===== src/rtl/score_keeper.sv =====
// Button front end and score register for the 4-digit display driver: three raw buttons are
// synchronised and debounced into single-cycle press events that drive a saturating score and high score.
module score_keeper #(
    parameter int DEBOUNCE_CNT = 1000000,
    parameter int POINTS       = 1,
    parameter int PENALTY      = 1,
    parameter int MAX_SCORE    = 9999   // at most 9999 so the display never needs a fifth digit
) (
    input  logic        clk,
    input  logic        rst_n,
    input  logic        btn_inc,
    input  logic        btn_dec,
    input  logic        btn_clr,
    output logic [15:0] score,
    output logic [15:0] high_score,
    output logic        score_changed
);

    typedef enum logic [1:0] {
        IDLE_LOW,
        QUAL_HIGH,
        IDLE_HIGH,
        QUAL_LOW
    } deb_state_t;

    localparam logic [31:0] CNT_LAST = 32'(DEBOUNCE_CNT - 1);
    localparam logic [16:0] POINTS_W = 17'(POINTS);
    localparam logic [16:0] PEN_W    = 17'(PENALTY);
    localparam logic [16:0] MAX_W    = 17'(MAX_SCORE);

    logic [2:0] btn_raw;
    logic [2:0] press;   // {clr, dec, inc} single-cycle events

    assign btn_raw = {btn_clr, btn_dec, btn_inc};

    for (genvar i = 0; i < 3; i++) begin : g_btn
        logic        sync_meta;
        logic        sync_lvl;
        logic [31:0] cnt;
        logic [31:0] cnt_nxt;
        logic        deb_lvl;
        logic        deb_lvl_q;
        deb_state_t  state;
        deb_state_t  state_nxt;

        // NOTE: every flop here uses <= so all registers sample the pre-edge values of each other;
        // a blocking assignment would let sync_lvl see this cycle's sync_meta and drop a stage.
        always_ff @(posedge clk or negedge rst_n) begin
            if (!rst_n) begin
                sync_meta <= 1'b0;
                sync_lvl  <= 1'b0;
                state     <= IDLE_LOW;
                cnt       <= '0;
                deb_lvl_q <= 1'b0;
            end else begin
                sync_meta <= btn_raw[i];
                sync_lvl  <= sync_meta;
                state     <= state_nxt;
                cnt       <= cnt_nxt;
                deb_lvl_q <= deb_lvl;
            end
        end

        assign deb_lvl = (state == IDLE_HIGH) || (state == QUAL_LOW);

        // NOTE: defaults are assigned before any branch so every path drives every output;
        // a missing default in always_comb infers a latch.
        always_comb begin
            state_nxt = state;
            cnt_nxt   = '0;
            if (sync_lvl == deb_lvl) begin
                state_nxt = deb_lvl ? IDLE_HIGH : IDLE_LOW;
            end else if (cnt == CNT_LAST) begin
                state_nxt = sync_lvl ? IDLE_HIGH : IDLE_LOW;
            end else begin
                cnt_nxt   = cnt + 32'd1;
                state_nxt = sync_lvl ? QUAL_HIGH : QUAL_LOW;
            end
        end

        // Rising edge of the debounced level only; release and hold produce nothing.
        assign press[i] = deb_lvl & ~deb_lvl_q;
    end

    logic [16:0] score_w;
    logic [16:0] sum_inc;
    logic [15:0] score_nxt;

    assign score_w = {1'b0, score};
    assign sum_inc = score_w + POINTS_W;

    always_comb begin
        score_nxt = score;
        if (press[2]) begin
            score_nxt = '0;
        end else if (press[0] && press[1]) begin
            score_nxt = score;
        end else if (press[0]) begin
            score_nxt = (sum_inc > MAX_W) ? MAX_W[15:0] : sum_inc[15:0];
        end else if (press[1]) begin
            score_nxt = (score_w < PEN_W) ? 16'd0 : 16'(score_w - PEN_W);
        end
    end

    // high_score follows the registered score, so it lags a score update by one cycle.
    always_ff @(posedge clk or negedge rst_n) begin
        if (!rst_n) begin
            score         <= '0;
            high_score    <= '0;
            score_changed <= 1'b0;
        end else begin
            score         <= score_nxt;
            score_changed <= (score_nxt != score);
            if (score > high_score) begin
                high_score <= score;
            end
        end
    end

endmodule


===== config.mk =====
export PLATFORM = sky130hd
export DESIGN_NAME = score_keeper
export DESIGN_NICKNAME = d
export VERILOG_FILES = /design/src/rtl/score_keeper.sv
export SDC_FILE = /design/constraint.sdc
export NUM_CORES = 1
export LEC_CHECK = 0
export CAP_MARGIN = 20
export CELL_PAD_IN_SITES_DETAIL_PLACEMENT = 0
export CELL_PAD_IN_SITES_GLOBAL_PLACEMENT = 1
export CORE_UTILIZATION = 47
export DETAILED_ROUTE_END_ITERATION = 8
export GPL_ROUTABILITY_DRIVEN = 0
export GPL_TIMING_DRIVEN = 1
export PLACE_DENSITY = 0.83
export SLEW_MARGIN = 20
export SYNTH_ARGS = -nofsm -noshare
export SYNTH_HDL_FRONTEND = slang
export SYNTH_SLANG_ARGS = --single-unit

===== constraint.sdc =====
create_clock -name clk -period 4.4 [get_ports clk]
set_clock_uncertainty 0.2 [all_clocks]
set_input_delay 0.88 -clock clk [delete_from_list [all_inputs] [get_ports clk]]
set_output_delay 0.88 -clock clk [all_outputs]
set_load 0.05 [all_outputs]

# Word-level counts from Yosys, hierarchy flattened
# Cells that the tools add are included.
# word_totals
ff_bits	144
latch_bits	0
ram_bits	0
romBits	0
inputBits	5
out_inout_bits	33
wordCells	76
memories	0
# op_classes
addsub	5
n_mul	0
div_mod_pow	0
magnitude_cmp	3
eq_ne	13
shifts	0
muxes	27
bitwise	6
n_reduce_logical	4
# ops
op	count
$mux 32	6
$add 32x1->32 const B	3
$eq 32x20->1 const B	3
$mux 16	6
$mux 2	15
$add 16x1->17 const B	1
$gt 17x14->1 const B	1
$gt 16x16->1	1
$lt 16x1->1 const B	1
$ne 16x16->1	1
$sub 16x1->16 const B	1
$eq 2x2->1 const B	6
$and 1x1->1	3
$eq 1x1->1	3
$logic_or 1x1->1	3
$not 1->1	3
$logic_and 1x1->1	1

# Logic depth before layout (Yosys ltp)
# Gate-level depths: netlist of the first run.
# depth
depth_word	8
ltp_mapped	13
mapped_depth_nobuf	11

# Worst setup path after synthesis of the first run
# Ideal clock, no wire load.
# synth_timing
path_type	register -> register
from	register score[0]
to	register high_score[11]
setup_ns	0.125
arrival_time_ns	3.190
required_ns	4.075
slack_ns	0.886
path_stages_with_launch	14
n_path_buf	2
period_less_slack_ns	3.514
path_cell_list	dfrtp_1 buf_4 inv_1 ha_1 nor2b_1 o21ai_0 nand2b_1 a21oi_1 o21ai_0 a211oi_1 or4_1 a21oi_1 buf_2 mux2_2
# synth_via
elab_chain_len	1
# synth_lines
element	line_no	text
start: declaration	14	output logic [15:0] score,
start signal: assignment	112	score <= score_nxt;
$gt 16x16->1	114	if (score > high_score) begin
end signal: assignment	115	high_score <= score;
end: declaration	15	output logic [15:0] high_score,
# Every way passes these cells.
# A chain may end at the register's enable or synchronous reset.

# Worst setup path after layout of the first run
# layout_timing
from	register score[1]
to	register score_changed
# layout_via
elab_chain_len	7
elab_cells_between_ends	11
classes_between	add/sub (2); order compare (2); eq/ne (1); mux (6)
# layout_lines
element	line_no	text
$add 16x1->17, or another cell as far along	90	assign sum_inc = score_w + POINTS_W;
$gt 17x14->1 or $mux 16 (tied branches)	99, 101	
$mux 16, on equally long branches	99, 100	
$mux 16	98	end else if (press[0]) begin
$mux 16	96	end else if (press[0] && press[1]) begin
$mux 16	94	if (press[2]) begin
$ne 16x16->1 *	113	score_changed <= (score_nxt != score);
end signal: assignment	113	
end: declaration	16	output logic score_changed
# Mark *: on every way between the ends. The rest lies on a longest branch, timed or not.

==> results by group, run 1 <==
CTS
  • Hold-fix buffer count after cts: 0
  • Clk Latency, worst-skew pair: 0.42 ns
  • Setup Fix Bufs, Post-CTS: 0
  • CTS Root Cell: clkbuf_16
  • Number of CTS-inserted buffers: 17
  • Post_cts resized: 0
  • Reg clk slew, reported paths: 0.06 ns
  • CTS H-Tree Depth: 4
  • CTS sink cnt: 141
  • CTS tree: yes
  • CTS Buffer Depth: 2

Timing
  • Max Fclk: 270 MHz
  • Setup_tns: 0 ns
  • Period minus WS final: 3.70 ns
  • Worst-Margin Slew: 0.924 ns
  • Slew Viols, Final: 0
  • RSZ-0062 raised after global routing: no
  • Hold Vio Cnt, Final: 0
  • Crit share post-route: 84.1%
  • Worst slew margin: 38.4%
  • # setup viols final: 0

Synth
  • Yosys cell types: 74
  • Gate Count Post-Synth: 916
  • Mapped Area: 8270 sq um
  • Number of flops mapped to enable cells by yosys: 0
  • Seq/Total Area, Yosys: 42.7%
  • Synth Area per Inst: 9.02 sq um
  • Synth Register Bits: 141
  • Asr flop ratio synth: 100%
  • Synthesized Nets: 943
  • Ys flop type: dfrtp_1
  • Ys Warns: 0

Floorplanning
  • Initial Utilization: 48.0%
  • Die Wd: 135 microns
  • Core area: 17,200 sq um
  • IO Pins: 38
  • Die area: 18,100 sq um
  • # rows: 48
  • DIE HEIGHT: 135 microns

Final layout
  • Finished Cell Area: 9490 sq um
  • Inserted Diodes: 0
  • Post-route insts no fill: 1,187
  • Core Util, Final: 55.1%
  • Share of cells above drive strength 1: 9.46%
  • Area Overhead vs Synth: 14.8%
  • Final nets: 976

Power and ir drop
  • Pwr/cell area: 301 nW/um^2
  • Sequential share of power: 46.0%
  • Clock power share: 51.9%
  • Sw Pwr: 0.623 mW
  • Combinational power share: 2.0%
  • Int Power: 2.23 mW
  • Switch share: 21.8%
  • P_leak: 4.06 nW
  • VDD IR-drop max: 0.000261 V

Flow run
  • Max-cap check violation count: 0

Placement
  • Placed Area: 8890 sq um
  • Final HPWL DP: 13,900 microns
  • Dpl cells: 1,155
  • Port Buffers: 37

Worst setup path
  • CP max-delay cell: dfrtp_1
  • Worst EP arrival: 3.79 ns
  • Crit path capture type: flop
  • Startpoint Class: flop
  • Worst Path Buf+Inv: 0
  • CP Class: reg2reg
  • Cell mode on critical path: and3_1
  • Crit path max-delay family: simple AND/OR/NAND/NOR gates
  • Critical-path cell list: ha_1 > and3_1 > and3_1 > a31oi_1 > o32ai_2 > o21ai_2 > o211a_1 > nor4_1 > o21ai_1 > or4_1
  • Slowest cell delay on critical path: 0.60 ns
  • Worst endpoint required time: 4.49 ns
  • Peak fanout along the critical path: 12

Global route
  • GRT overflow: 0
  • Total global routing track utilization: 23.0%
  • First-pass GRT wire length: 32,800 microns
  • Vias in the first global route: 6,454
  • Largest net degree at the start of global routing: 76
  • Initial antenna violation count: 0

Routing
  • Routed len/inst: 16.8 microns
  • Final WL: 19,900 microns
  • Via count: 6,779
  • DRT antenna net count: 0
  • Via-per-instance ratio: 5.71
  • Drt initial violations: 584
  • DR DRC count: 0
  • Detailed-router iteration count before antenna repair: 6

Run status
  • Status: complete, no violations

Min path
  • Worst Hold Class: reg2reg
==> per-layer routing <==
layer | vias to the layer above | GRT usage [%] | routed length (microns)
met5 | - | 0 | 0
met4 | 0 | 10.9 | 669
met3 | 62 | 3.87 | 1200
met2 | 233 | 35.1 | 9050
met1 | 3185 | 31.9 | 9030
li1 | 3299 | - | -
==> cells in the final DEF (no fill, tap or decap), types with 22 or more instances in the layout <==
| cell | Yosys | final |
|---|---|---|
| a21oi_1 | 39 | 38 |
| and3_1 | 22 | 22 |
| clkdlybuf4s50_1 | 0 | 36 |
| dfrtp_1 | 141 | 141 |
| ha_1 | 22 | 22 |
| inv_1 | 33 | 33 |
| nand2_1 | 74 | 74 |
| nand3_1 | 54 | 54 |
| nand4_1 | 29 | 29 |
| nor2_1 | 142 | 142 |
| o21ai_0 | 35 | 35 |
| xnor2_1 | 34 | 34 |
| xor2_1 | 62 | 62 |
==> metrics by stage <==
stage                     setup WS, ns  power, mW  hold WS, ns
after floorplan                  0.886       1.36        0.131
after global placement           0.846       1.40        0.132
after detailed placement         0.822       1.40        0.136
after CTS                        0.792       2.89        0.149
after global routing             0.515       2.96        0.153
final                            0.698       2.85        0.150
==> worst paths after layout <==
path	from	to	slack (ns)	cells after the start
max	score[1]$_DFF_PN0_	score_changed$_DFF_PN0_	0.70	10
min	g_btn[2].sync_meta$_DFF_PN0_	g_btn[2].sync_lvl$_DFF_PN0_	0.15	0
max reg2reg	score[1]$_DFF_PN0_	score_changed$_DFF_PN0_	0.70	10
min reg2reg	g_btn[2].sync_meta$_DFF_PN0_	g_btn[2].sync_lvl$_DFF_PN0_	0.15	0
max in group asynchronous	rst_n	g_btn[0].cnt[8]$_DFF_PN0_	2.94	2
min in group asynchronous	rst_n	high_score[14]$_DFFE_PN0N_	0.23	1
==> worst reg2reg max path, delay by kind of cell, from the launching register on <==
kind / cells / cell delay (ns)
AND/OR/NAND/NOR: 4 / 1.39
flip-flops: 1 / 0.60
adder cells (fa/ha/maj): 1 / 0.41
AO/OA/AOI/OAI: 5 / 0.99
==> state kept, by name (all words and copies together) (netlist names) <==
| register | cells |
|---|---|
| g_btn.cnt | 96 |
| g_btn.sync_lvl | 3 |
| g_btn.state | 3 |
| g_btn.sync_meta | 3 |
| high_score | 16 |
| score_changed | 1 |
| g_btn.deb_lvl_q | 3 |
| score | 16 |
==> power by group through the flow <==
| stage | logic [mW] | registers, mW | clock network, mW |
|---|---|---|---|
| 6_report | 0.0576 | 1.31 | 1.48 |
| 5_1_grt | 0.0687 | 1.31 | 1.58 |
| 4_1_cts | 0.0610 | 1.31 | 1.52 |
| 2_1_floorplan | 0.0235 | 1.34 | 0 |
| 3_5_place_dp | 0.0605 | 1.34 | 0 |
| 3_3_place_gp | 0.0604 | 1.34 | 0 |
==> logic make-up after synthesis <==
group,synth area share (%)
xor gates and xnor gates,10.2
adders and majority gates,3.33
buffers and inverters,3.92
AOI/OAI and AO/OA,11.2
muxes,2.98
DFF,42.7
and+or+nand+nor,25.7
==> cells in the mapped netlist, types with 28 or more instances <==
master / instances / area share [%]
o21ai_0: 35 / 2.1
nand4_1: 29 / 2.2
clkbuf_1: 28 / 1.3
nand2_1: 74 / 3.4
nor2_1: 142 / 6.4
a21oi_1: 39 / 2.4
xnor2_1: 34 / 3.6
xor2_1: 62 / 6.6
inv_1: 33 / 1.5
nand3_1: 54 / 3.3
dfrtp_1: 141 / 43
==> layout make-up <==
| cell class | instances | area [sq um] |
|---|---|---|
| clock buffer | 20 | 447 |
| clock inverter | 12 | 158 |
| fill | 1596 | 7750 |
| inverter | 33 | 124 |
| multi-input combinational | 699 | 4420 |
| sequential | 141 | 3530 |
| tap | 225 | 282 |
| timing repair buffer | 57 | 534 |
No activity file was read; power rests on OpenSTA's default activity.
==> run 2: changes to the inputs <==
Settings changed: CORE_UTILIZATION 47 to 43, PLACE_DENSITY 0.83 to 0.8.
Clock period 4.4 ns to 3.1 ns, I/O delays scaled along.
==> results by group, run 2 (synthesis gave the netlist of run 1 again) <==
Power and ir drop
  • Tot Pwr: 3.98 mW
  • Pwr/cell area: 391 nW/um^2
  • P_leak: 4.42 nW
  • VDD IR-drop max: 0.000369 V

Final layout
  • FILL cells: 1,699
  • Largest regs: g_btn.cnt (96), high_score (16), score (16)
  • Inserted Diodes: 0
  • Commonest non-fill, non-tap cell in the layout: nor2_1
  • Core Util, Final: 54.2%
  • Final nets: 1,049
  • Largest register FFs: 96
  • Most frequent cells in the layout: nor2_1 (142), dfrtp_1 (135), buf_4 (87)
  • Largest reg by FF count: g_btn.cnt
  • Finished Cell Area: 10,200 sq um
  • Share of cells above drive strength 1: 17.3%
  • Area Overhead vs Synth: 23.0%

Min path
  • Cells on Worst Hold Path: 0
  • Worst Hold Class: reg2reg

CTS
  • CTS Buffer Depth: 2
  • CTS H-Tree Depth: 4
  • CTS sink cnt: 141
  • Number of CTS-inserted buffers: 17
  • Clk Latency, worst-skew pair: 0.43 ns
  • CTS Root Cell: clkbuf_16
  • Reg clk slew, reported paths: 0.06 ns
  • CTS tree: yes

Routing
  • Via count: 7,111
  • DRT antenna net count: 0
  • Detailed-router iteration count before antenna repair: 6
  • DR DRC count: 0
  • Final WL: 20,600 microns
  • Drt initial violations: 525
  • Routed len/inst: 16.2 microns
  • Via-per-instance ratio: 5.60

Worst setup path
  • Worst R2R Path Depth: 10
  • Peak fanout along the critical path: 6
  • Worst EP arrival: 3.22 ns
  • Crit path capture: score_changed$_DFF_PN0_
  • CP Class: reg2reg
  • Critical R2R Launch: score[1]$_DFF_PN0_
  • FF-to-FF End: score_changed$_DFF_PN0_
  • R2R setup slack: -0.03 ns
  • Startpoint Class: flop
  • Crit path capture type: flop
  • Setup crit start: score[1]$_DFF_PN0_
  • Worst endpoint required time: 3.19 ns

Run status
  • Failing checks: setup timing
  • Status: finished, violations left

Timing
  • Max Fclk: 319 MHz
  • Worst-Margin Slew: 0.693 ns
  • Slew Viols, Final: 0
  • Hold Vio Cnt, Final: 0
  • # setup viols final: 1
  • Crit share post-route: 101%
  • Period minus WS final: 3.13 ns
  • RSZ-0062 raised after global routing: yes
  • Worst slew margin: 53.2%
  • Setup ws final: -0.0320 ns
  • Setup_tns: -0.0320 ns

Floorplanning
  • Die Wd: 141 microns
  • IO Pins: 38
  • Core area: 18,800 sq um
  • DIE HEIGHT: 141 microns
  • Die area: 19,800 sq um
  • Initial Utilization: 44.0%
  • # rows: 50

Placement
  • Port Buffers: 37
  • Placed Area: 9480 sq um
  • Final HPWL DP: 15,000 microns

Global route
  • Vias in the first global route: 6,828
  • Total global routing track utilization: 22.0%
  • Initial antenna violation count: 0
  • Largest net degree at the start of global routing: 47
  • GRT overflow: 0
  • First-pass GRT wire length: 34,400 microns

Flow run
  • Max-cap check violation count: 0
-- run 2: cell count changes in the layout (fill, tap and decap cells not counted), moves of 3 or more --
cell / previous run / this run
buf_12: 1 / 4
buf_4: 19 / 87
dfrtp_1: 141 / 135
dfrtp_2: 0 / 6
-- run 2: repair_timing --
item                                   CTS  global route
endpoints found under the hold margin   42             0
gates cloned                             0             1
setup endpoints to repair                1            11
pin swaps                                0             6
buffers inserted                         0             6
resized for setup                        1             8
hold buffers                             1             0
-- run 2: layer usage --
metal	part of all wire [%]	GRT usage, %	vias to the layer above
met2	45	33.6	247
met3	5.8	5.47	51
met1	46	29.6	3360
met5	0	0	-
met4	2.8	9.61	0
li1	-	-	3453
-- run 2: cell type report --
class	count	area, sq um	share of cell area (%)
Sequential cell	141	3540	34.8
Inverter	33	129	1.27
Clock inverter	13	140	1.38
Clock buffer	19	443	4.35
Timing Repair Buffer	130	1140	11.2
Multi-Input combinational cell	699	4490	44.2
Tap cell	234	293	2.88
-- run 2: how the worst min path moves through the flow --
stage / startpoint / to / slack, ns
2_1_floorplan: rst_n / g_btn[0].cnt[0]$_DFF_PN0_ / 0.12
3_3_place_gp: g_btn[2].sync_meta$_DFF_PN0_ / g_btn[2].sync_lvl$_DFF_PN0_ / 0.13
3_5_place_dp: g_btn[2].sync_meta$_DFF_PN0_ / g_btn[2].sync_lvl$_DFF_PN0_ / 0.14
4_1_cts: g_btn[2].sync_meta$_DFF_PN0_ / g_btn[2].sync_lvl$_DFF_PN0_ / 0.15
5_1_grt: g_btn[2].sync_meta$_DFF_PN0_ / g_btn[2].sync_lvl$_DFF_PN0_ / 0.16
6_report: g_btn[2].sync_meta$_DFF_PN0_ / g_btn[2].sync_lvl$_DFF_PN0_ / 0.15
-- run 2: where the power goes --
group / switching [mW] / internal, mW
clock: 0.817 / 1.21
sequential: 0.0113 / 1.85
combinational: 0.0642 / 0.0247
-- run 2: critical path: stages, from the launching register on --
cell and delay [ns]:
dfrtp_2 0.46, inv_4 0.08, ha_4 0.15, nor3b_4 0.33, and4_4 0.29, a2111oi_1 0.10
o21ai_1 0.19, nand2_1 0.15, a2111oi_4 0.37, o211ai_1 0.17, or4_1 0.52
-- run 2: stage by stage --
step | hold WS, ns | setup WS (ns) | cells
global placement | 0.135 | -0.0604 | 1229
CTS | 0.152 | -0.00187 | 1262
floorplan | 0.124 | -0.0381 | 916
global route | 0.164 | -0.209 | 1269
finish | 0.149 | -0.0320 | 1269
detailed placement | 0.139 | -0.00131 | 1229
==> run 3: changes to the inputs <==
Settings changed: CTS_BUF_LIST from default to sky130_fd_sc_hd__clkbuf_8 sky130_fd_sc_hd__clkbuf_16, GPL_ROUTABILITY_DRIVEN 0 to 1.
==> results by group, run 3 (synthesis gave the netlist of run 1 again) <==
Run status
  • Status: finished, violations left
  • Failing checks: setup timing

Final layout
  • Core Util, Final: 55.8%
  • Register Area: 3540 sq um
  • Share of cells above drive strength 1: 19.7%
  • Most frequent cells in the layout: nor2_1 (142), dfrtp_1 (135), buf_4 (105)
  • FILL cells: 1,692
  • Commonest non-fill, non-tap cell in the layout: nor2_1
  • Area Overhead vs Synth: 26.7%
  • Final nets: 1,068
  • Largest register FFs: 96
  • Largest regs: g_btn.cnt (96), high_score (16), score (16)
  • Inserted Diodes: 0
  • Largest reg by FF count: g_btn.cnt
  • Multi-input logic area: 4560 sq um

Floorplanning
  • Die area: 19,800 sq um
  • # rows: 50
  • IO Pins: 38
  • Die Wd: 141 microns
  • DIE HEIGHT: 141 microns
  • Initial Utilization: 44.0%
  • Core area: 18,800 sq um

Power and ir drop
  • Int Power: 3.33 mW
  • P_leak: 4.58 nW
  • VDD IR-drop max: 0.000315 V
  • Sequential share of power: 44.0%
  • Switch share: 21.4%
  • Sw Pwr: 0.910 mW
  • Combinational power share: 2.1%
  • Clock power share: 53.9%
  • Pwr/cell area: 405 nW/um^2

Timing
  • Hold Slack: 0.153 ns
  • Worst slew margin: 44.3%
  • Max Fclk: 311 MHz
  • Crit share post-route: 104%
  • Setup ws final: -0.112 ns
  • Slew Viols, Final: 0
  • Hold Vio Cnt, Final: 0
  • RSZ-0062 raised after global routing: yes
  • # setup viols final: 1
  • Period minus WS final: 3.21 ns
  • Worst-Margin Slew: 0.826 ns

Flow run
  • Max-cap check violation count: 0

Placement
  • Final HPWL DP: 15,300 microns
  • Port Buffers: 37
  • GP Congestion: 0.950

Global route
  • GRT overflow: 0
  • First-pass GRT wire length: 35,900 microns
  • Total global routing track utilization: 23.0%
  • Vias in the first global route: 7,104
  • Largest net degree at the start of global routing: 58
  • Initial antenna violation count: 0

Routing
  • DRT antenna net count: 0
  • Via count: 7,213
  • Detailed-router iteration count before antenna repair: 5
  • DR DRC count: 0
  • Drt initial violations: 604
  • Via-per-instance ratio: 5.60
  • Routed len/inst: 16.9 microns
  • Final WL: 21,800 microns

Worst setup path
  • Startpoint Class: flop
  • Worst EP arrival: 3.31 ns
  • Worst endpoint required time: 3.19 ns
  • R2R setup slack: -0.11 ns
  • Crit path capture type: flop
  • Peak fanout along the critical path: 5
  • CP Class: reg2reg

CTS
  • Reg clk slew, reported paths: 0.07 ns
  • Number of CTS-inserted buffers: 17
  • CTS tree: yes
  • CTS H-Tree Depth: 4
  • CTS sink cnt: 141
  • CTS Buffer Depth: 2
  • Clk Latency, worst-skew pair: 0.42 ns
  • CTS Root Cell: clkbuf_16

Min path
  • Worst Hold Class: reg2reg
==> run 3: cell count changes in the layout (fill, tap and decap cells not counted), sizes merged <==
cell / before / now
clkinvlp: 4 / 1
buf: 92 / 111
bufinv: 2 / 5
inv: 35 / 36
clkbuf: 20 / 19
==> run 3: routing by layer <==
metal	routed length [microns]	track usage, %	up-vias
met3	1120	4.38	54
met4	608	9.78	0
met5	0	0	-
met2	10400	37.6	239
li1	-	-	3487
met1	9670	29.7	3433
==> run 3: path summary, 6_finish.rpt <==
| path | from | end | cells after the start |
|---|---|---|---|
| worst max-delay path | score[1]$_DFF_PN0_ | score_changed$_DFF_PN0_ | 10 |
| worst min-delay path | g_btn[2].sync_meta$_DFF_PN0_ | g_btn[2].sync_lvl$_DFF_PN0_ | 0 |
| worst max register to register | score[1]$_DFF_PN0_ | score_changed$_DFF_PN0_ | 10 |
| worst min register to register | g_btn[2].sync_meta$_DFF_PN0_ | g_btn[2].sync_lvl$_DFF_PN0_ | 0 |
| max in group asynchronous | rst_n | score[11]$_DFF_PN0_ | 3 |
| min in group asynchronous | rst_n | g_btn[1].cnt[25]$_DFF_PN0_ | 2 |
==> run 3: worst max-delay path: stages, from the launching register on <==
cell and delay (ns):
dfrtp_2 0.45, inv_4 0.07, ha_4 0.12, nor3b_4 0.37, nand3_2 0.12, or4_4 0.53, mux2i_4 0.20, nor4_2 0.06
a2111oi_2 0.33, o211ai_1 0.16, or4_1 0.47
==> run 3: area by class of cell <==
class	count	share of cell area, %
clock buffer	18	4.19
clock inverter	14	2.06
inverter	33	1.23
multi-input combinational	699	43.6
sequential	141	33.8
tap	234	2.80
timing repair buffer	149	12.4
==> run 3: timing repair <==
item | 4_1_cts | 5_1_grt
pin swaps | 0 | 15
hold buffers | 1 | 0
hold endpoints to repair | 27 | 0
buffers inserted | 1 | 14
endpoints found under the setup margin | 11 | 16
gates resized for setup | 4 | 16
cloned | 0 | 1
==> run 3: power by group through the flow <==
| stage | registers, mW | logic (mW) | clock network, mW |
|---|---|---|---|
| 2_1_floorplan | 1.90 | 0.0334 | 0 |
| 3_3_place_gp | 1.90 | 0.0938 | 0 |
| 3_5_place_dp | 1.90 | 0.0946 | 0 |
| 4_1_cts | 1.86 | 0.0962 | 2.34 |
| 5_1_grt | 1.87 | 0.105 | 2.41 |
| 6_report | 1.87 | 0.0908 | 2.29 |
==> run 3: per-stage QoR <==
stage | TNS, ns | power (mW) | worst slack [ns] | instance area (sq um) | instances
floorplan | -0.0381 | 1.93 | -0.0381 | 8340 | 916
global placement | -0.0659 | 1.99 | -0.0659 | 9550 | 1239
detailed placement | -0.231 | 1.99 | -0.0511 | 9550 | 1239
CTS | -0.0159 | 4.30 | -0.0159 | 10200 | 1273
global route | -0.241 | 4.38 | -0.230 | 10500 | 1288
finish | -0.112 | 4.24 | -0.112 | 10500 | 1288
